## src/rtl/sc_bi_window_counter.sv

```systemverilog
// rtl/sc_bi_window_counter.sv - bipolar window counter for the scaled stochastic MAC output
//
// Purpose:
//   Counts the ones in a window of N = 2^WIN_LOG2 qualified samples of a
//   stochastic bitstream. The bipolar result 2*ones - N is presented through
//   a valid/ready handshake.
//
// Ports:
//   clk      clock, all state updates on the rising edge
//   rst_n    asynchronous reset, active low
//   iBit     stochastic bitstream sample
//   iEn      sample qualifier; iBit is counted only when iEn=1
//   start    request to open a new window (honoured in IDLE, or in HOLD on acceptance)
//   oBusy    high while a window is being accumulated
//   oValid   result available
//   iReady   downstream accepts the result
//   oResult  signed two's-complement result 2*ones - N, range -N..+N

module sc_bi_window_counter #(
  parameter int WIN_LOG2 = 8
) (
  input  logic                clk,
  input  logic                rst_n,
  input  logic                iBit,
  input  logic                iEn,
  input  logic                start,
  output logic                oBusy,
  output logic                oValid,
  input  logic                iReady,
  output logic [WIN_LOG2+1:0] oResult
);

  localparam logic [1:0] S_IDLE  = 2'd0;
  localparam logic [1:0] S_ACCUM = 2'd1;
  localparam logic [1:0] S_HOLD  = 2'd2;

  // Sample index of the final sample in a window (N-1).
  localparam logic [WIN_LOG2:0]   LAST_IDX = {1'b0, {WIN_LOG2{1'b1}}};
  // N expressed at result width, subtracted from 2*ones.
  localparam logic [WIN_LOG2+1:0] N_RES    = {2'b01, {WIN_LOG2{1'b0}}};

  logic [1:0]          state;
  logic [WIN_LOG2:0]   sample_cnt;
  logic [WIN_LOG2:0]   ones_cnt;
  logic [WIN_LOG2:0]   ones_next;
  logic [WIN_LOG2+1:0] result_next;
  logic                last_sample;
  logic                accept;

  // The final sample's bit must be included in the registered result, so the
  // result is formed from the incremented ones count rather than the register.
  assign ones_next   = ones_cnt + {{WIN_LOG2{1'b0}}, iBit};
  assign result_next = {ones_next, 1'b0} - N_RES;
  assign last_sample = iEn && (sample_cnt == LAST_IDX);

  // Outputs decode the state register only, so oValid never depends on iReady.
  assign oBusy  = (state == S_ACCUM);
  assign oValid = (state == S_HOLD);
  assign accept = oValid && iReady;

  always_ff @(posedge clk or negedge rst_n) begin
    if (!rst_n) begin
      state      <= S_IDLE;
      sample_cnt <= '0;
      ones_cnt   <= '0;
      oResult    <= '0;
    end else begin
      case (state)
        S_IDLE: begin
          if (start) begin
            state      <= S_ACCUM;
            sample_cnt <= '0;
            ones_cnt   <= '0;
          end
        end
        S_ACCUM: begin
          // start is deliberately ignored here; iEn=0 stalls both counters.
          if (iEn) begin
            sample_cnt <= sample_cnt + 1'b1;
            ones_cnt   <= ones_next;
            if (last_sample) begin
              state   <= S_HOLD;
              oResult <= result_next;
            end
          end
        end
        S_HOLD: begin
          // Samples arriving here are dropped; oResult is frozen until accepted
          // and keeps its value afterwards until the next window closes.
          if (accept) begin
            if (start) begin
              state      <= S_ACCUM;
              sample_cnt <= '0;
              ones_cnt   <= '0;
            end else begin
              state <= S_IDLE;
            end
          end
        end
        default: begin
          state <= S_IDLE;
        end
      endcase
    end
  end

endmodule

```

## config.mk

```make
export PLATFORM = sky130hd
export DESIGN_NAME = sc_bi_window_counter
export DESIGN_NICKNAME = d
export VERILOG_FILES = /design/src/rtl/sc_bi_window_counter.sv
export SDC_FILE = /design/constraint.sdc
export NUM_CORES = 1
export LEC_CHECK = 0
export BUFFER_PORTS_ARGS = -buffer_cell sky130_fd_sc_hd__buf_2
export CORE_ASPECT_RATIO = 0.75
export CORE_MARGIN = 2
export CORE_UTILIZATION = 61
export CTS_CLUSTER_DIAMETER = 120
export DETAILED_ROUTE_END_ITERATION = 10
export PLACE_DENSITY = 0.83
export SYNTH_ARGS = -nofsm -noshare
export SYNTH_HDL_FRONTEND = slang
export SYNTH_SLANG_ARGS = --single-unit
export TNS_END_PERCENT = 10
```

## constraint.sdc

```tcl
create_clock -name clk -period 4.6 [get_ports clk]
set_clock_uncertainty 0.2 [all_clocks]
set_input_delay 0.92 -clock clk [delete_from_list [all_inputs] [get_ports clk]]
set_output_delay 0.92 -clock clk [all_outputs]
set_load 0.02 [all_outputs]
```

==> results.md <==
- Final #Nets: 173
- CP endpoint kind: flip-flop
- Seq/Total Area, Yosys: 47.8%
- Share of layout cells above drive strength 1: about 18%
- Antenna Cells: 0
- GPL Wtd Cong: between 0.8 and 0.9
- Endpoints failing setup: 0
- Row count: 15
- Initial DRC Count: 48
- Vias in the first global route: between 1,000 and 1,500
- Post-Syn Instances: 150
- PostCTS Resize Cnt: 0
- Startpoint Class: flip-flop
- Max-slew headroom: roughly 54%
- Leakage: 0.790 nW
- Setup Total Neg Slack: 0 ns
- CTS Root Cell: clkbuf_4
- Deepest level of the CTS H-tree: 2
- Synth cell types: 37
- RSZ-0062 raised after global routing: no
- VDD IR-drop max: around 0.00022 V
- Core Region: between 0.002 and 0.0025 mm^2
- Die Wd: 61.6 um
- Hold crit path type: flip-flop to flip-flop
- Clk Latency, worst-skew pair: approximately 0.33 ns
- Routed vias: ~1,200
- DIE AREA: about 0.0029 mm^2
- Vias per cell: 5.93
- Cts hold-fix bufs: 0
- Final Max Tran Viols: 0
- Total CTS buffers: 5
- Antenna violations before repair: 0
- Clk slew on worst S/H paths: 0.09 ns
- Max Clk Rate: 374 MHz
- Final hold violation count: 0
- Sink Count: 29
- Post-layout util: 69.6%
- Type of the worst setup path: flip-flop to flip-flop
- Pin count of the biggest net entering global routing: 30
- Final min period: between 2 and 3 ns
- Total I/O pin count: 18
- Max clock buf depth: 2
- Post-CTS Setup Inserts: 0
- All-Layer GR Usage: between 20% and 30%
- Flops & latches, synth: 29
- Arrival time worst endpoint: approximately 2.7 ns
- DP HPWL: between 2000 and 2500 um
- Status: completed
- Drt pass-1 iters: 4
- First-pass GRT wire length: about 4800 um
- DRC viols: 0
- Worst-Margin Slew: between 0.6 and 0.7 ns
- Cell area after synthesis: approximately 0.0015 mm^2
- Wirelength per Cell: ~14 um
- Starting Density: between 60 and 70%
- Area grow syn2layout: 6.76%
- Detailed Route WL: approximately 2800 um
- Worst-path fanout max: 17
- Overflow left after global routing: 0
- Final Cycle Share: between 50% and 60%
- CTS tree: built
- P per Cell Area: 377 mW/mm^2
- WP data required: roughly 4.7 ns
- Syn avg cell area: between 10 and 15 um^2
- Max-Cap Viols: 0
- Die Ht: around 47 um
- Number of synthesis warnings: 0
- Number of I/O port buffers: 16
- Syn nets: 160
- Final ANT Viol Nets: 0
## cell usage in the layout (no fill, tap or decap), types with 2 or more instances in the layout
master    netlist  routed
mux2_2          3       3
nand4_1         3       3
and3_1          3       3
nand2_1        19      19
xnor2_1         3       3
a22o_1          3       3
xor2_1          7       7
o21ai_0        13      13
ha_1            4       4
nand3_1         4       4
a31oi_1         2       2
o21ai_1         6       6
o31ai_1         6       6
a21oi_1         6       6
clkbuf_4        0       5
and4_1          2       2
clkbuf_8        1       2
dfrtp_1        29      29
nor2_1          7       7
buf_2           1      16
or4_1           3       3
inv_1           4       4
## synthesized netlist by cell type
| library cell | number | share of area [%] |
|---|---|---|
| a21boi_0 | 1 | 0.49 |
| a21o_1 | 1 | 0.49 |
| a21oi_1 | 6 | 2.0 |
| a22o_1 | 3 | 1.7 |
| a31oi_1 | 2 | 0.82 |
| a31oi_4 | 1 | 1.4 |
| and2_1 | 1 | 0.41 |
| and2_2 | 1 | 0.49 |
| and3_1 | 3 | 1.2 |
| and3b_1 | 1 | 0.58 |
| and4_1 | 2 | 1.2 |
| and4b_1 | 1 | 0.66 |
| buf_2 | 1 | 0.33 |
| buf_4 | 1 | 0.49 |
| buf_6 | 5 | 3.7 |
| clkbuf_1 | 2 | 0.49 |
| clkbuf_8 | 1 | 0.91 |
| conb_1 | 1 | 0.25 |
| dfrtp_1 | 29 | 48 |
| ha_1 | 4 | 3.3 |
| inv_1 | 4 | 0.99 |
| mux2_2 | 3 | 2.2 |
| nand2_1 | 19 | 4.7 |
| nand2b_1 | 1 | 0.41 |
| nand3_1 | 4 | 1.3 |
| nand3b_1 | 1 | 0.49 |
| nand4_1 | 3 | 1.2 |
| nand4b_1 | 1 | 0.58 |
| nor2_1 | 7 | 1.7 |
| o211a_1 | 1 | 0.66 |
| o21ai_0 | 13 | 4.3 |
| o21ai_1 | 6 | 2.0 |
| o31ai_1 | 6 | 3.0 |
| or3_1 | 1 | 0.41 |
| or4_1 | 3 | 1.5 |
| xnor2_1 | 3 | 1.7 |
| xor2_1 | 7 | 4.0 |
## critical path, stage by stage, from the launching register on
cell and delay (ns):
dfrtp_1 0.41, ha_1 0.25, nand3_1 0.09, nor2_1 0.11, ha_1 0.19, nand4b_1 0.56, or4_1 0.71, nand3_1 0.10
## final timing paths
path,from,end,slack [ns],cells past startpoint
worst max-delay path,sample_cnt[0]$_DFFE_PN0P_,oResult[9]$_DFFE_PN0P_,1.93,7
worst min-delay path,oResult[6]$_DFFE_PN0P_,oResult[6]$_DFFE_PN0P_,0.28,2
worst max register to register,sample_cnt[0]$_DFFE_PN0P_,oResult[9]$_DFFE_PN0P_,1.93,7
worst min register to register,oResult[6]$_DFFE_PN0P_,oResult[6]$_DFFE_PN0P_,0.28,2
max in group asynchronous,rst_n,sample_cnt[8]$_DFFE_PN0P_,3.39,1
min in group asynchronous,rst_n,sample_cnt[4]$_DFFE_PN0P_,0.40,1
## final cells by class
class / instances / area, um^2
clock buffer: 7 / 65.1
clock inverter: 1 / 5.00
fill: 198 / 707
inverter: 4 / 15.0
multi-input combinational: 107 / 687
sequential: 29 / 726
tap: 34 / 42.5
timing repair buffer: 16 / 80.1
## metrics by stage
stage / hold slack [ns] / worst slack, ns / instances / power (W) / instance area (um^2)
floorplan: 0.256 / 2.03 / 150 / 0.000408 / 1520
finish: 0.279 / 1.93 / 198 / 0.000611 / 1620
CTS: 0.285 / 1.95 / 198 / 0.000614 / 1620
global route: 0.308 / 1.68 / 198 / 0.000644 / 1620
detailed placement: 0.265 / 1.69 / 190 / 0.000439 / 1550
global placement: 0.255 / 1.82 / 190 / 0.000424 / 1550
## power breakdown
part           internal [W]  total, W  leakage, nW  switching (W)
Combinational     0.0000463  0.000115        0.357      0.0000691
Sequential         0.000284  0.000320        0.392      0.0000352
Clock             0.0000884  0.000176       0.0413      0.0000877
Total              0.000419  0.000611        0.790       0.000192
## flip-flops by register name, summed over array words and instances (netlist names)
register / count
state: 2
ones_cnt: 9
oResult: 9
sample_cnt: 9
## routing by layer
metal / vias up / GRT usage [%] / routed length, um
met5: - / 0 / 0
met4: 0 / 9.36 / 45
met2: 43 / 34.1 / 1300
met3: 7 / 5.79 / 202
li1: 558 / - / -
met1: 566 / 32.6 / 1280
## kinds of logic after synthesis
family | count (synthesis) | share of synthesized area, %
flip-flops | 29 | 47.8
AO/OA/AOI/OAI | 40 | 16.8
multiplexers | 3 | 2.23
XOR/XNOR | 10 | 5.77
buffers and inverters | 14 | 6.92
adder cells (fa/ha/maj) | 4 | 3.30
AND/OR/NAND/NOR | 49 | 16.9
other | 1 | 0.247
No activity file was read; power rests on OpenSTA's default activity.
